$ cat src/rtl/bcd_display_scanner.sv
// ============================================================================
//  Module   : bcd_display_scanner
//  Purpose  : Time-multiplexed scan driver for a common-cathode 7-segment
//             display, with ghosting guard, digit blanking and frame-aligned
//             word updates through a valid/ready handshake.
//  Revision : 1.0 - initial release
// ============================================================================
`default_nettype none

module bcd_display_scanner #(
   parameter int NUM_DIGITS   = 4,
   parameter int REFRESH_DIV  = 50000,
   parameter int BLANK_CYCLES = 2
) (
   input  logic                                                   clk,
   input  logic                                                   rst_n,
   input  logic                                                   load_valid,
   output logic                                                   load_ready,
   input  logic [4*NUM_DIGITS-1:0]                                load_bcd,
   input  logic                                                   blank_lz,
   output logic [3:0]                                             bcd_out,
   output logic [((NUM_DIGITS > 1) ? $clog2(NUM_DIGITS) : 1)-1:0] digit_idx,
   output logic [NUM_DIGITS-1:0]                                  digit_en,
   output logic                                                   frame_done
);

   localparam int IDX_W = (NUM_DIGITS > 1) ? $clog2(NUM_DIGITS) : 1;
   localparam int CNT_W = (REFRESH_DIV > 1) ? $clog2(REFRESH_DIV) : 1;
   localparam int WORD_W = 4 * NUM_DIGITS;

   localparam logic [CNT_W-1:0] CNT_LAST = CNT_W'(REFRESH_DIV - 1);
   localparam logic [CNT_W-1:0] CNT_SHOW = CNT_W'(BLANK_CYCLES);
   localparam logic [IDX_W-1:0] IDX_LAST = IDX_W'(NUM_DIGITS - 1);

   logic [CNT_W-1:0]      cnt_q, cnt_d;
   logic [IDX_W-1:0]      idx_q, idx_d;
   logic [WORD_W-1:0]     active_q, active_d;
   logic [WORD_W-1:0]     pending_q, pending_d;
   logic                  pending_full_q, pending_full_d;
   logic                  slot_blank_q, slot_blank_d;
   logic [3:0]            bcd_out_q, bcd_out_d;
   logic [NUM_DIGITS-1:0] digit_en_q, digit_en_d;
   logic                  frame_done_q, frame_done_d;

   logic                  cnt_wrap;
   logic                  idx_last;
   logic                  boundary;
   logic                  xfer;
   logic                  run_zero;
   logic                  sel_lz;
   logic [3:0]            sel_nib;
   logic                  new_blank;
   logic                  slot_start;

   always_comb begin
      cnt_wrap = (cnt_q == CNT_LAST);
      idx_last = (idx_q == IDX_LAST);
      boundary = cnt_wrap && idx_last;
      xfer     = load_valid && !pending_full_q;

      cnt_d = cnt_wrap ? '0 : cnt_q + CNT_W'(1);
      idx_d = idx_q;
      if (cnt_wrap) begin
         idx_d = idx_last ? '0 : idx_q + IDX_W'(1);
      end

      active_d       = (boundary && pending_full_q) ? pending_q : active_q;
      pending_d      = xfer ? load_bcd : pending_q;
      pending_full_d = pending_full_q;
      if (boundary && pending_full_q) begin
         pending_full_d = 1'b0;
      end else if (xfer) begin
         pending_full_d = 1'b1;
      end
   end

   // Slot attributes are evaluated from next-state values, so the registered
   // outputs line up with cnt/idx and stay frozen for the whole slot.
   always_comb begin
      run_zero = 1'b1;
      sel_nib  = 4'd0;
      sel_lz   = 1'b0;
      for (int k = NUM_DIGITS - 1; k >= 0; k--) begin
         run_zero = run_zero && (active_d[4*k +: 4] == 4'd0);
         if (idx_d == IDX_W'(k)) begin
            sel_nib = active_d[4*k +: 4];
            sel_lz  = run_zero && (k != 0);
         end
      end
      new_blank  = (sel_nib > 4'd9) || (blank_lz && sel_lz);
      slot_start = (cnt_d == '0);

      slot_blank_d = slot_start ? new_blank : slot_blank_q;
      bcd_out_d    = bcd_out_q;
      if (slot_start) begin
         bcd_out_d = new_blank ? 4'd0 : sel_nib;
      end

      digit_en_d = '0;
      for (int k = 0; k < NUM_DIGITS; k++) begin
         digit_en_d[k] = (cnt_d >= CNT_SHOW) && !slot_blank_d && (idx_d == IDX_W'(k));
      end
      frame_done_d = (cnt_d == CNT_LAST) && (idx_d == IDX_LAST);
   end

   always_ff @(posedge clk) begin
      if (!rst_n) begin
         cnt_q          <= '0;
         idx_q          <= '0;
         active_q       <= '0;
         pending_q      <= '0;
         pending_full_q <= 1'b0;
         slot_blank_q   <= 1'b0;
         bcd_out_q      <= 4'd0;
         digit_en_q     <= '0;
         frame_done_q   <= 1'b0;
      end else begin
         cnt_q          <= cnt_d;
         idx_q          <= idx_d;
         active_q       <= active_d;
         pending_q      <= pending_d;
         pending_full_q <= pending_full_d;
         slot_blank_q   <= slot_blank_d;
         bcd_out_q      <= bcd_out_d;
         digit_en_q     <= digit_en_d;
         frame_done_q   <= frame_done_d;
      end
   end

   assign load_ready = !pending_full_q;
   assign bcd_out    = bcd_out_q;
   assign digit_idx  = idx_q;
   assign digit_en   = digit_en_q;
   assign frame_done = frame_done_q;

endmodule

`default_nettype wire

$ cat config.mk
export PLATFORM = sky130hd
export DESIGN_NAME = bcd_display_scanner
export DESIGN_NICKNAME = d
export VERILOG_FILES = /design/src/rtl/bcd_display_scanner.sv
export SDC_FILE = /design/constraint.sdc
export NUM_CORES = 1
export LEC_CHECK = 0
export CAP_MARGIN = 30
export CORE_MARGIN = 2
export CORE_UTILIZATION = 58
export CTS_BUF_LIST = sky130_fd_sc_hd__clkbuf_8
export DETAILED_ROUTE_END_ITERATION = 16
export HOLD_SLACK_MARGIN = 0.15
export PLACE_DENSITY_LB_ADDON = 0.1
export SLEW_MARGIN = 20
export SYNTH_ARGS = -nofsm -noshare
export SYNTH_HDL_FRONTEND = slang
export SYNTH_SLANG_ARGS = --single-unit
$ cat constraint.sdc
create_clock -name clk -period 3.4 [get_ports clk]
set_input_delay 0.85 -clock clk [delete_from_list [all_inputs] [get_ports clk]]
set_output_delay 0.85 -clock clk [all_outputs]
set_load 0.02 [all_outputs]
==> flow_summary_export.csv <==
group,metric,value,unit
yosys,synthArstFlopShare,0,%
hold_path,hold_crit_path_type,"flop to flop",
grt,globalRouteOverflowTotal,0,
setup_path,endpoint_required_time_on_the_critical_path,3.67,ns
timing,fin_ws,0.4587,ns
timing,slew-limit-headroom,64.45,%
drt,vias,2664,
drt,vias_per_cell,5.907,
setup_path,arrival,3.21,ns
yosys,synthesis.area_per_instance,8.352,µm²
timing,timing.final.crit_period,2.941,ns
power_and_ir_drop,total_power,1.476,mW
grt,antenna_found_initial,0,
floorplanning,area_of_the_die,5639,µm²
clocking,post_cts_clock_slew_at_the_launch_and_capture_registers_of_the_worst_setup_and_hold_paths,0.06,ns
placed_design,dp_worst_setup_slack,0.5030,ns
drt,wire_per_inst,15.27,µm
layout,antenna_cells_inserted,0,
placed_design,dp_hpwl,4938,µm
timing,timing.fmax,340.0,MHz
grt,grt_util_all_layers,26.90,%
floorplanning,initial_standard_cell_utilization_of_the_core,61.25,%
clocking,clk-insertion-delay-late,0.33,ns
layout,finalNetCount,405,
run_status,run_status,"completed",
floorplanning,die_height,75.10,µm
hold_path,hold_depth,2,
setup_path,worst_setup_path_start_kind,"flop",
timing,fin_worst_skew,0.004899,ns
yosys,seq_area_frac_synth,41.66,%
yosys,synthDominantCellAreaShare,41.66,%
floorplanning,dieWidth,75.10,µm
layout,area_growth,18.95,%
drt,detail_route.iter0.violations,216,
floorplanning,rows,25,
floorplanning,top_level_ports,32,
yosys,syn_nets,376,
drt,detail_route.first_pass.iterations,5,
clocking,cts_hold_buf,0,
yosys,post_synth_design_cell_area,2932,µm²
drt,drt.antenna.violating_nets,0,
yosys,synthDistinctLibCells,55,
setup_path,critPathCaptureType,"flop",
clocking,post_cts_setup_inserts,0,
setup_path,critical_path_class,"flop to flop",
yosys,postSynthRegisterBits,61,
clocking,cts_max_path_buffers,2,
clocking,cts_buffers,9,
placed_design,portBuffers,31,
timing,final_min_period_over_clock_period,86.51,%
setup_path,critPathMaxFanout,12,
placed_design,place.gp.congestion,0.9485,
clocking,clock_root_cell,"clkbuf_8",
grt,largest_net_degree_at_the_start_of_global_routing,43,
clocking,cts_resized,0,
timing,worst_margin_slew,0.5284,ns
layout,final_design_area_no_fill,3487,µm²
timing,fin_setup_tns,0,ns
grt,first_pass_grt_wire_length,11430,µm
power_and_ir_drop,p_leak,1.320,nW
drt,drc,0,
yosys,synth.yosys.warnings,0,
timing,report.final.hold_viol_count,0,
drt,finalWirelength,6887,µm
yosys,synth_top_flop_cell,"dfxtp_1",
run,drv.max_cap_violation_count,0,
clocking,cts_sinks,61,
yosys,synthDominantAreaCellType,"dfxtp_1",
timing,drv_slew,0,
timing,final-setup-viol-count,0,
setup_path,worst_r2r_path_depth,11,
floorplanning,core_region_area,4786,µm²
yosys,synth_enable_flop_cells,0,
layout,post_route_cells_drive_above_1_share,10.42,%
power_and_ir_drop,p_per_area,423.3,nW/µm²
yosys,post_synth_inst_count,351,
timing,rsz0062_at_grt,"false",
power_and_ir_drop,max_ir_drop_vdd,0.0003050,V
clocking,tritoncts,"built",
yosys,synth.top_cells.by_area,"dfxtp_1 (42%), nand2_1 (7.3%), a21oi_1 (6.0%)",
layout,layout.core_utilization,72.86,%
grt,first_global_vias,2409,
clocking,htree_levels,3,
placed_design,area_post_placement,3291,µm²
## kinds of logic (layout without fill, tap and decap cells)
logic type | after synthesis | after routing | synth area share [%]
AND/OR/NAND/NOR | 167 | 167 | 30.09
AO/OA/AOI/OAI | 67 | 67 | 13.87
flip-flops | 61 | 61 | 41.66
buffers and inverters | 25 | 58 | 3.756
XOR/XNOR | 15 | 15 | 4.482
multiplexers | 11 | 11 | 4.012
adder cells (fa/ha/maj) | 5 | 5 | 2.134
## power breakdown
group	leakage, nW	internal [mW]	switching (mW)
logic	0.719	0.0537	0.0581
registers	0.495	0.732	0.0161
clock network	0.106	0.358	0.258
## worst max-delay path: stages (launching register included)
cell     delay, ns
dfxtp_1       0.46
ha_1          0.21
and3_1        0.27
nand4_1       0.15
buf_4         0.22
mux2i_1       0.27
buf_4         0.24
nand4_1       0.10
nand4_1       0.14
a32oi_1       0.13
o41ai_2       0.45
and4_1        0.23
## area by class of cell
type	count	area, µm²
fillers	379	1299
flip-flops and latches	61	1221
repair buffers	39	370.4
multi-input cells	265	1600
clock inverters	1	3.754
clock buffers	14	192.7
inverters	4	15.01
well taps	67	83.83
## cells in the final DEF (no fill, tap or decap), types with 7 or more instances in the layout
cell type / instances
dfxtp_1: 61
nand2_1: 57
a21oi_1: 35
clkdlybuf4s50_1: 31
nor2_1: 29
nand3_1: 17
nand4_1: 14
o21ai_0: 14
clkbuf_8: 14
and3_1: 10
xnor2_1: 8
mux2i_1: 8
buf_4: 8
xor2_1: 7
## synthesized netlist by cell type (all sizes together), types with 6 or more instances
cell / count
dfxtp: 61
nand2: 58
a21oi: 35
nor2: 30
nand3: 18
nand4: 16
o21ai: 16
and3: 11
buf: 11
clkbuf: 10
mux2i: 8
xnor2: 8
xor2: 7
nor4: 6
## layer usage
metal  GRT usage (%)  vias up  share of wire [%]
met3           4.016       11                6.4
met4           9.921        0                1.4
met2           38.69      110                 42
met1           40.60     1237                 50
met5               0        -                  0
li1                -     1306                  -
## path summary, 6_finish.rpt
path	from	to	slack, ns
worst max register to register	cnt_q[0]	digit_en[1]	0.46
worst min-delay path	bcd_out[1]	bcd_out[1]	0.46
worst max-delay path	cnt_q[0]	digit_en[1]	0.46
worst min register to register	bcd_out[1]	bcd_out[1]	0.46
## sequential cells by signal, indices dropped and copies added, names as in the netlist
| signal | cells |
|---|---|
| active_q | 16 |
| cnt_q | 16 |
| pending_q | 16 |
| bcd_out | 4 |
| digit_en | 4 |
| digit_idx | 2 |
| frame_done | 1 |
| pending_full_q | 1 |
| slot_blank_q | 1 |
## through the flow
step                std cells  hold slack (ns)
floorplan                 351           0.4315
global placement          436           0.4435
detailed placement        436           0.4478
CTS                       451           0.4582
global route              451           0.4878
finish                    451           0.4563
Power figures use the tool's default switching activity.
==> patch: new RTL, config.mk and constraints unchanged <==
Set the parameter `NUM_DIGITS` to 2 (it was 4).
--- a/src/rtl/bcd_display_scanner.sv
+++ b/src/rtl/bcd_display_scanner.sv
@@ -10,3 +10,3 @@
 module bcd_display_scanner #(
-   parameter int NUM_DIGITS   = 4,
+   parameter int NUM_DIGITS   = 2,
    parameter int REFRESH_DIV  = 50000,
Ports: changed (resized digit_en, digit_idx and load_bcd); port bits go from 32 to 21. The function was not compared with the original's and may differ.
==> patch against the unedited design <==
Global-route usage down 5.2 points. Area after synthesis shrank 27%. Sequential cell count shrank 19. Wire length shrank 39%. Worst setup slack got worse by 0.16 ns. Count of clock-buffer cells in the layout shrank 8. Power fell by 38%. Cell area decreased by 30%. First-iteration DRC count decreased by 46%. Critical path type unchanged. Utilization decreased by 5.0 points. Clock power fell by 46%.
==> patch: results (changes against the unedited design) <==
[place]
gp_congestion=0.854  ; was 0.949
dp_hpwl_um=3200  ; was 4940 um
portBuffers=20  ; was 31

[run_status]
outcome=completed  ; unchanged

[drt]
wl_met1_um=2210  ; was 3430 um
vias=1732  ; was 2664
drt-total-wl_um=4220  ; was 6890 um
drtIter0Drc=116  ; was 216
met2RoutedLength_um=1770  ; was 2920 um

[final_layout]
top_regs=cnt_q (16), active_q (8), pending_q (8)  ; was active_q (16), cnt_q (16), pending_q (16)
drive_gt1_share_pct=8.02  ; was 10.4%

[global_route]
track_usage_pct=21.7  ; was 26.9%
grt_max_degree=20  ; was 43

[synth]
syn-num-nets=263  ; was 376
seq_area_frac_synth_pct=39.1  ; was 41.7%
synth_area_leaders=dfxtp_1 (39%), nand2_1 (6.1%), mux2i_1 (5.6%)  ; was dfxtp_1 (42%), nand2_1 (7.3%), a21oi_1 (6.0%)
synthCells=247  ; was 351

[clocking]
clk_latency_ns=0.29  ; was 0.33 ns
cts-buffers-inserted=5  ; was 9

[worst_setup_path]
max_stage_delay_ns=0.49  ; was 0.46 ns
critPathArrivalTime_ns=3.29  ; was 3.21 ns
r2r_setup_slack_ns=0.29  ; was 0.46 ns
cp_max_fo=11  ; was 12

[power]
leakage_nw=0.921  ; was 1.32 nW
vdd_drop_max_v=0.000361  ; was 0.000305 V

[timing]
tightest_slew_ns=0.510  ; was 0.528 ns
skew_ns=0.00450  ; was 0.00490 ns

-- patch: cell count changes after synthesis, sizes merged, moves of 6 or more --
cell    unedited run  this run
nor2              30        20
nand2             58        35
nand2b             0         7
nand4             16         7
nor2b              2         8
o21ai             16         4
dfxtp             61        42
a21oi             35         4
and3              11         0
a21boi             0        11
-- patch: area by class of cell --
class                      instances  area, um2  area share (%)
clock buffer                       6       82.6            3.38
clock inverter                     2       12.5           0.512
inverter                           5       18.8           0.767
multi-input combinational        184       1210            49.4
sequential                        42        841            34.4
tap                               48       60.1            2.46
timing repair buffer              23        223            9.10
-- patch: worst register-to-register path: stages (launching register included) --
cell and delay [ns]:
dfxtp_1 0.49, ha_1 0.34, nand3_2 0.21, nor3_1 0.32, ha_1 0.28, nand2_1 0.32
mux4_2 0.40, nor2_1 0.17, o221a_2 0.26, nand3_1 0.08, o32ai_1 0.14
-- patch: path summary, 6_finish.rpt --
| check | start | end | depth (start not counted) |
|---|---|---|---|
| worst min register to register | bcd_out[2] | bcd_out[2] | 2 |
| worst max register to register | cnt_q[0] | digit_en[1] | 10 |
| worst min-delay path | bcd_out[2] | bcd_out[2] | 2 |
| worst max-delay path | cnt_q[0] | digit_en[1] | 10 |
-- patch: through the flow --
step	total power, mW	area (um2)	utilization, %	setup WS, ns	hold WS [ns]
detailed placement	0.599	2350	65.2	0.305	0.456
global route	0.959	2450	67.8	0.00985	0.490
CTS	0.929	2450	67.8	0.289	0.467
floorplan	0.567	2150	-	0.426	0.443
finish	0.918	2450	67.8	0.294	0.464
global placement	0.598	2350	65.2	0.461	0.450
-- patch: logic make-up after synthesis --
logic type,count (synthesis),synth area share (%)
muxes,14,7.67
adders and majority gates,4,2.33
AOI/OAI and AO/OA,31,10.4
DFF,42,39.1
xor gates and xnor gates,14,5.70
and+or+nand+nor,121,30.1
buffers and inverters,21,4.77
-- patch: per-layer routing --
| metal | vias to the layer above | global-route usage, % |
|---|---|---|
| met5 | - | 0 |
| met4 | 0 | 7.71 |
| met3 | 8 | 5.56 |
| met2 | 43 | 30.8 |
| met1 | 787 | 31.7 |
| li1 | 894 | - |
-- patch: power breakdown --
| group | internal, mW | switching (mW) |
|---|---|---|
| registers | 0.503 | 0.0136 |
| clock network | 0.163 | 0.168 |
| logic | 0.0354 | 0.0349 |
